**src/rtl/cluster_pass_sequencer.sv**
```systemverilog
`default_nettype none
// ============================================================================
//  Module   : cluster_pass_sequencer
//  Brief    : Sequences one cluster-finding event: a load strobe, NUM_PASSES
//             priority-encoder passes, then a held output handshake. Events
//             arriving while busy are dropped and counted.
//  Revision : 1.0  initial release
// ============================================================================
module cluster_pass_sequencer #(
    parameter int NUM_PASSES = 8,
    parameter int CNT_BITS   = 8
) (
    input  logic                clock,
    input  logic                reset_n,
    input  logic                enable,
    input  logic                bx_strobe,
    input  logic                out_ready,
    input  logic                clear_overflow,
    output logic                latch_pulse,
    output logic [2:0]          pass,
    output logic                pass_valid,
    output logic                latch_out,
    output logic                busy,
    output logic                overflow,
    output logic [CNT_BITS-1:0] overflow_cnt,
    output logic [11:0]         seq_cnt
);

    localparam logic [2:0] C_LAST_PASS = 3'(NUM_PASSES - 1);

    typedef enum logic [1:0] {
        S_IDLE = 2'd0,
        S_LOAD = 2'd1,
        S_PASS = 2'd2,
        S_DONE = 2'd3
    } state_t;

    state_t              r_state;
    state_t              w_state_nxt;
    logic [2:0]          r_pass;
    logic [2:0]          w_pass_nxt;
    logic                w_event;
    logic                w_transfer;
    logic                w_drop;
    logic                r_overflow;
    logic [CNT_BITS-1:0] r_ovf_cnt;
    logic [11:0]         r_seq_cnt;

    // A new event only exists when it is strobed while enabled
    assign w_event    = bx_strobe & enable;
    assign w_transfer = (r_state == S_DONE) & out_ready;

    // State and pass-index registers
    always_ff @(posedge clock or negedge reset_n) begin
        if (!reset_n) begin
            r_state <= S_IDLE;
            r_pass  <= 3'd0;
        end else begin
            r_state <= w_state_nxt;
            r_pass  <= w_pass_nxt;
        end
    end

    // Next-state logic; the pass index falls back to 0 whenever not passing
    always_comb begin
        w_state_nxt = r_state;
        w_pass_nxt  = 3'd0;
        w_drop      = 1'b0;
        case (r_state)
            S_IDLE: begin
                if (w_event) begin
                    w_state_nxt = S_LOAD;
                end
            end
            S_LOAD: begin
                w_drop      = w_event;
                w_state_nxt = S_PASS;
            end
            S_PASS: begin
                w_drop = w_event;
                if (r_pass == C_LAST_PASS) begin
                    w_state_nxt = S_DONE;
                end else begin
                    w_pass_nxt = r_pass + 3'd1;
                end
            end
            S_DONE: begin
                if (out_ready) begin
                    // A strobe coincident with the transfer starts the next event back-to-back
                    w_state_nxt = w_event ? S_LOAD : S_IDLE;
                end else begin
                    w_drop = w_event;
                end
            end
            default: begin
                w_state_nxt = S_IDLE;
            end
        endcase
    end

    // Sticky drop flag and saturating drop counter; a same-cycle drop wins over clear
    always_ff @(posedge clock or negedge reset_n) begin
        if (!reset_n) begin
            r_overflow <= 1'b0;
            r_ovf_cnt  <= '0;
        end else if (clear_overflow) begin
            r_overflow <= w_drop;
            r_ovf_cnt  <= w_drop ? CNT_BITS'(1) : '0;
        end else if (w_drop) begin
            r_overflow <= 1'b1;
            if (!(&r_ovf_cnt)) begin
                r_ovf_cnt <= r_ovf_cnt + CNT_BITS'(1);
            end
        end
    end

    // Completed-transfer counter, wrapping naturally at 12 bits
    always_ff @(posedge clock or negedge reset_n) begin
        if (!reset_n) begin
            r_seq_cnt <= 12'd0;
        end else if (w_transfer) begin
            r_seq_cnt <= r_seq_cnt + 12'd1;
        end
    end

    assign latch_pulse  = (r_state == S_LOAD);
    assign pass_valid   = (r_state == S_PASS);
    assign pass         = r_pass;
    assign latch_out    = (r_state == S_DONE);
    assign busy         = (r_state != S_IDLE);
    assign overflow     = r_overflow;
    assign overflow_cnt = r_ovf_cnt;
    assign seq_cnt      = r_seq_cnt;

endmodule
`default_nettype wire

```
**config.mk**
```make
export PLATFORM = sky130hd
export DESIGN_NAME = cluster_pass_sequencer
export DESIGN_NICKNAME = d
export VERILOG_FILES = /design/src/rtl/cluster_pass_sequencer.sv
export SDC_FILE = /design/constraint.sdc
export NUM_CORES = 1
export LEC_CHECK = 0
export ABC_AREA = 1
export CAP_MARGIN = 20
export CORE_MARGIN = 10
export CORE_UTILIZATION = 49
export DETAILED_ROUTE_END_ITERATION = 6
export PLACE_DENSITY = 0.79
export SYNTH_ARGS = -nofsm -noshare
export SYNTH_HDL_FRONTEND = slang
export SYNTH_SLANG_ARGS = --single-unit
export TNS_END_PERCENT = 50
```
**constraint.sdc**
```tcl
create_clock -name clock -period 1.65 [get_ports clock]
set_input_delay 0.495 -clock clock [delete_from_list [all_inputs] [get_ports clock]]
set_output_delay 0.495 -clock clock [all_outputs]
set_load 0.01 [all_outputs]
```
==> impl_results.md, run 1 <==
* Run status: finished with violations
* Violations in the final reports: setup timing
* Total power per unit cell area at 1180 nW/um2
* Number of sinks on the clock net at 26
* Min Tclk post-route at 1.67 ns
* Clk_lat worst skew at 0.32 ns
* Filler cells at 187
* Via count of the first global-routing pass at 1503
* Total of flip-flops plus latches after synthesis at 26
* Portion of the clock cycle consumed by the worst path in the final layout at 1.01
* Nets at 273
* Count of placed standard cells in the final layout, fillers left out at 287
* Worst Tran Pin Value at 0.337 ns
* Peak Freq at 600 MHz
* Count of cells along the worst register-to-register path at 10
* CTS Buf Count at 3
* Detailed-route wire length at 4.01 mm
* Remaining antenna violation count at 0
* Horizontal die dimension at 74.5 um
* Skew final at 0.00332 ns
* Source of the critical timing path: r_state[1]$_DFFE_PN0P_
* Syn_area_per_cell at 8.00 um2
* Peak ir drop on the vdd network at 0.952 mV
* Synthesis-to-finish area growth at 49.8%
* Vias post-DR at 1467
* Data required time at the worst endpoint at 1.15 ns
* DRC marker count from the first detailed-route iteration at 76
* Fraction of the yosys area taken by sequential cells at 0.447
* Number of buffers between clock root and the deepest sink at 2
* Number of different library cells in the post-synthesis netlist at 20
* Multi-input gate area in the final layout at 761 um2
* Instance count of the mapped netlist at 182
* CTS tree: built
* Clock-pin slew reported for the worst setup and hold paths after clock tree synthesis at 0.14 ns
* Setup tns final at -0.0466 ns
* Least setup slack across all paths after layout at -0.0161 ns
* Starting utilization of the core area at 0.519
* Worst flop-to-flop path startpoint: r_state[0]$_DFFE_PN0P_
* End of the critical path: busy
* Number of pins with negative max-slew slack in the final report at 0
* Root Driver: clkbuf_4
* Overall routing resource usage at 0.144
* Register-to-register setup slack at 0.06 ns
* FF-to-FF End: overflow_cnt[0]$_DFFE_PN0P_
* I/O pin count at 34
* Detail-routed via count per cell at 5.11
* DRC violations left at 0
* Placed Instances at 267
* Setup repair after global routing missed its margin: true
* Maxcap violations at 0
* Setup violation total in the final timing report at 4
* Sequential cell area at 651 um2
* Post-DR wirelength/cell at 14.0 um
* Length of the first detailed-routing pass in iterations at 4
* Startpoint Class: flip-flop
* Die ar. at 5550 um2
* Antenna violations before repair at 0
* Pin count of the biggest net entering global routing at 27
* Critical-path maximum fanout at 3
* Endpoint kind of the worst setup timing path: primary output
* Endpoints failing hold at 0
* Layout cells sized above 1 at 0.254
* Port buffer count at 33
* Die outline height at 74.5 um
* Synthesized net count at 197
* Critical path class: reg2out
* Count of yosys warnings during synthesis at 0
* Core Box Area at 2810 um2
* Headroom to the max-slew limit at 0.775
* Deepest level of the CTS H-tree at 1
* Cell leakage power at 1.21 nW
* Global-route wire length before repair at 6.41 mm
* Tightest Hold Check Type: reg2reg
* Final Wtd Congestion at 0.889
* Global route total overflow at 0
* Detail Placement HPWL at 2.84 mm
* Placement Rows at 19
* Number of inserted diodes at 0
* Crit path DAT at 1.17 ns
* Area of the mapped netlist at 1460 um2
## placed cells by master, fill, tap and decap left out, types with 2 or more instances in the layout
| cell | n |
|---|---|
| xnor2_1 | 3 |
| inv_2 | 4 |
| xor2_1 | 6 |
| nand2_4 | 2 |
| nand4_1 | 4 |
| nor2_4 | 2 |
| dlygate4sd2_1 | 24 |
| nand2_1 | 53 |
| dfrtp_1 | 26 |
| nand3_2 | 2 |
| clkbuf_4 | 3 |
| ha_1 | 5 |
| buf_6 | 6 |
| nand3_1 | 10 |
| buf_4 | 36 |
| nor2_1 | 15 |
| o21ai_1 | 3 |
| nand2_2 | 5 |
| ha_4 | 4 |
| o21ai_0 | 8 |
| inv_1 | 25 |
| clkdlybuf4s50_1 | 5 |
## routing by layer
metal  wire [um]  GRT usage  up-vias
li1            -          -      717
met1        1570      0.144      707
met2        2190      0.279       35
met3         172     0.0306        8
met4          80     0.0630        0
met5           0          0        -
## registers in the layout (all words and copies together), names as in the netlist
signal,cells
overflow,1
seq_cnt,12
pass,3
r_state,2
overflow_cnt,8
## metrics by stage
step                power (mW)  hold WS (ns)  worst slack, ns   util  instance area, um2
floorplan                 1.39         0.199            0.219      -                1460
global placement          1.96         0.446          -0.0880  0.705                1980
detailed placement        2.03         0.469           -0.159  0.705                1980
CTS                       2.44         0.516          -0.0442  0.759                2130
global route              2.73         0.542          -0.0674  0.777                2180
finish                    2.57         0.514          -0.0161  0.777                2180
## layout make-up
type                            count  share of cell area
Clock buffer                        3              0.0103
Tap cell                           31              0.0178
Timing Repair Buffer               71               0.274
Sequential cell                    26               0.299
Multi-Input combinational cell    127               0.349
Inverter                           29              0.0499
## report_power, final
part | switching [mW] | internal, mW | total (mW)
Combinational | 0.743 | 0.697 | 1.44
Clock | 0.191 | 0.0856 | 0.277
Sequential | 0.0819 | 0.772 | 0.854
Total | 1.02 | 1.55 | 2.57
## what timing repair did
action | CTS | global route
pin swaps | 2 | 3
cloned | 0 | 1
hold buffers | 0 | 0
buffers inserted | 15 | 1
endpoints found under the setup margin | 30 | 18
resized for setup | 54 | 11
## cell usage after synthesis
cell type / count / area share
nand2_1: 57 / 0.15
inv_1: 29 / 0.075
dfrtp_1: 26 / 0.45
nor2_1: 15 / 0.039
nand3_1: 10 / 0.034
ha_1: 9 / 0.077
o21ai_0: 9 / 0.031
xor2_1: 6 / 0.036
nand4_1: 4 / 0.017
xnor2_1: 3 / 0.018
nand2_2: 2 / 0.0086
nand3_2: 2 / 0.014
nor2_4: 2 / 0.015
o21ai_1: 2 / 0.0069
a21oi_1: 1 / 0.0034
buf_6: 1 / 0.0077
nand3b_1: 1 / 0.0052
nor3_2: 1 / 0.0069
o211ai_1: 1 / 0.0052
o21bai_1: 1 / 0.0052
## critical path, stage by stage (launching register included)
cell and delay (ns):
dfrtp_1 0.43, inv_2 0.13, ha_4 0.15, inv_2 0.03, buf_6 0.11
## how the worst min path moves through the flow
| stage | startpoint | endpoint | slack, ns | cells after the start |
|---|---|---|---|---|
| after global routing | reset_n | seq_cnt[8]$_DFFE_PN0P_ | 0.54 | 2 |
| after floorplan | reset_n | overflow$_DFFE_PN0P_ | 0.20 | 0 |
| final | overflow$_DFFE_PN0P_ | overflow$_DFFE_PN0P_ | 0.51 | 2 |
| after CTS | overflow$_DFFE_PN0P_ | overflow$_DFFE_PN0P_ | 0.52 | 2 |
| after global placement | pass[0]$_DFF_PN0_ | pass[0]$_DFF_PN0_ | 0.45 | 1 |
| after detailed placement | pass[0]$_DFF_PN0_ | pass[0]$_DFF_PN0_ | 0.47 | 1 |
## cells by family (layout without fill, tap and decap cells)
group                    after synthesis  in the layout  synth area share
AND/OR/NAND/NOR                       94             95             0.287
buffers and inverters                 30            103            0.0825
flip-flops                            26             26             0.447
AO/OA/AOI/OAI                         14             14            0.0516
adder cells (fa/ha/maj)                9              9            0.0774
XOR/XNOR                               9              9            0.0542
Note: power is estimated with default switching activity, not from simulation.
==> run 2, diff against run 1 <==
- PLACE_DENSITY: 0.79 -> 0.8
==> run 2 against run 1 <==
  * The flow still finishes with violations (setup timing)
  * Clock skew grew 0.0034 ns
  * Sequential cell count is the same
  * Register-to-register slack is essentially flat
  * Clock power grew 16%
  * Cell area grew 0.52%
  * Hold slack lost 0.041 ns
  * Critical path type unchanged
  * Critical endpoint is now pass_valid
==> impl_results.md, run 2 (synthesized netlist as in run 1, its figures left out) <==
* Endpoint kind of the worst setup timing path: primary output
* CTS Buf Count at 3 (unchanged)
* Portion of the clock cycle consumed by the worst path in the final layout at 1.03 (+0.0231)
* Most common cell after layout, fill and taps aside: nand2_1
* Min Tclk post-route at 1.70 ns (+0.0382 ns)
* Global-route wire length before repair at 6.28 mm (-2.0%)
* Least setup slack across all paths after layout at -0.0543 ns (-0.0382 ns)
* Port buffer count at 33 (unchanged)
* Startpoint Class: flip-flop
* Detailed-route wire length at 3.87 mm (-3.6%)
* Highest-count cells in the layout ignoring fill and taps: nand2_1 (53), buf_4 (32), inv_1 (25)
* Violations in the final reports: setup timing
* Deepest level of the CTS H-tree at 1 (unchanged)
* End of the critical path: pass_valid
* Source of the critical timing path: r_state[1]$_DFFE_PN0P_
* Starting utilization of the core area at 0.519 (unchanged)
* Final Wtd Congestion at 0.872 (-2.0%)
* CTS tree: built
* DRC violations left at 0 (unchanged)
* Count of cells along the worst register-to-register path at 8 (-2)
* Register-to-register setup slack at 0.06 ns (about the same)
* Post-DR wirelength/cell at 13.6 um (-2.9%)
* Horizontal die dimension at 74.5 um (unchanged)
* Number of sinks on the clock net at 26 (unchanged)
* Remaining antenna violation count at 0 (unchanged)
* Clk_lat worst skew at 0.31 ns (about the same)
* Setup violation total in the final timing report at 4 (unchanged)
* Number of buffers between clock root and the deepest sink at 2 (unchanged)
* Worst setup timing slack at the placement stage at -0.185 ns (-0.0257 ns)
* Placed inst area at 1970 um2 (-0.38%)
* Die outline height at 74.5 um (unchanged)
* Detail-routed via count per cell at 4.89 (-4.3%)
* Vias post-DR at 1394 (-5.0%)
* Via count of the first global-routing pass at 1402 (-6.7%)
* DRC marker count from the first detailed-route iteration at 61 (-20%)
* Number of pins with negative max-slew slack in the final report at 0 (unchanged)
* Setup repair after global routing missed its margin: true
* I/O pin count at 34 (unchanged)
* FF-to-FF End: r_state[0]$_DFFE_PN0P_
* Headroom to the max-slew limit at 0.778 (+0.00251)
* Endpoints failing hold at 0 (unchanged)
* Synthesis-to-finish area growth at 50.6%
* Total power per unit cell area at 1180 nW/um2 (+0.40%)
* Peak Freq at 587 MHz (-2.2%)
* Antenna violations before repair at 0 (unchanged)
* Hold buffers post-CTS at 0 (unchanged)
* Die ar. at 5550 um2 (unchanged)
* Nets at 270 (-1.1%)
* Clock-pin slew reported for the worst setup and hold paths after clock tree synthesis at 0.14 ns (about the same)
* Peak ir drop on the vdd network at 0.979 mV (+2.8%)
* Tightest Hold Check Type: reg2reg
* Core Box Area at 2810 um2 (unchanged)
* Data required time at the worst endpoint at 1.15 ns (about the same)
* Worst Tran Pin Value at 0.333 ns (-0.00376 ns)
* Crit path DAT at 1.21 ns (+0.04 ns)
* Cell leakage power at 1.21 nW (-0.47%)
* Placement Rows at 19 (unchanged)
* Layout cells sized above 1 at 0.272 (+0.0177)
* Critical-path maximum fanout at 4 (+1)
* Critical path class: reg2out
* Global route total overflow at 0 (unchanged)
* Root Driver: clkbuf_4
* Detail Placement HPWL at 2.69 mm (-5.1%)
* Final std cell area, no fill at 2190 um2 (+0.52%)
* Pin count of the biggest net entering global routing at 27 (unchanged)
* Run status: finished with violations
* Overall routing resource usage at 0.140 (-0.00395)
* Skew final at 0.00674 ns (+0.00343 ns)
* Worst flop-to-flop path startpoint: r_state[1]$_DFFE_PN0P_
* Maxcap violations at 0 (unchanged)
* Length of the first detailed-routing pass in iterations at 4 (unchanged)
* Number of inserted diodes at 0 (unchanged)
* Flip-flop count of the largest register after layout at 12 (unchanged)
## run 2: metrics by stage
stage / total power, mW / hold slack, ns / util / setup TNS [ns] / instances
floorplan: 1.39 / 0.199 / - / 0 / 182
global placement: 1.94 / 0.449 / 0.702 / -1.13 / 266
detailed placement: 1.99 / 0.457 / 0.702 / -1.77 / 266
CTS: 2.38 / 0.472 / 0.746 / -0.353 / 281
global route: 2.81 / 0.502 / 0.781 / -0.471 / 285
finish: 2.59 / 0.472 / 0.781 / -0.172 / 285
## run 2: area by class of cell
type                       count  area [um2]
clock buffer                   4        36.3
tap                           31        38.8
inverter                      29         109
multi-input combinational    127         772
fill                         189         614
sequential                    26         653
timing repair buffer          68         582
## run 2: per-layer routing
| layer | share of wire | GRT usage |
|---|---|---|
| met5 | 0 | 0 |
| met1 | 0.41 | 0.150 |
| met4 | 0.028 | 0.0588 |
| met3 | 0.044 | 0.0306 |
| met2 | 0.52 | 0.259 |
## run 2: worst min-delay path by stage
stage / startpoint / endpoint / slack [ns] / cells after the start
2_1_floorplan: reset_n / overflow$_DFFE_PN0P_ / 0.20 / 0
3_3_place_gp: pass[0]$_DFF_PN0_ / pass[0]$_DFF_PN0_ / 0.45 / 1
3_5_place_dp: pass[0]$_DFF_PN0_ / pass[0]$_DFF_PN0_ / 0.46 / 1
4_1_cts: pass[0]$_DFF_PN0_ / pass[0]$_DFF_PN0_ / 0.47 / 1
5_1_grt: pass[0]$_DFF_PN0_ / pass[0]$_DFF_PN0_ / 0.50 / 1
6_report: pass[0]$_DFF_PN0_ / pass[0]$_DFF_PN0_ / 0.47 / 1
## run 2: repair_timing
action / CTS / global route
pin swaps: 0 / 3
endpoints found under the setup margin: 29 / 21
buffers inserted: 11 / 3
cloned: 0 / 1
resized for setup: 51 / 21
## run 2: report_power, final
group / switching (mW) / leakage (nW) / internal (mW)
clock: 0.186 / 0.0210 / 0.135
combinational: 0.709 / 0.838 / 0.686
sequential: 0.104 / 0.347 / 0.774
## run 2: critical path: stages, from the launching register on
cell and delay [ns]:
dfrtp_2 0.47, buf_4 0.16, ha_4 0.16, buf_6 0.11
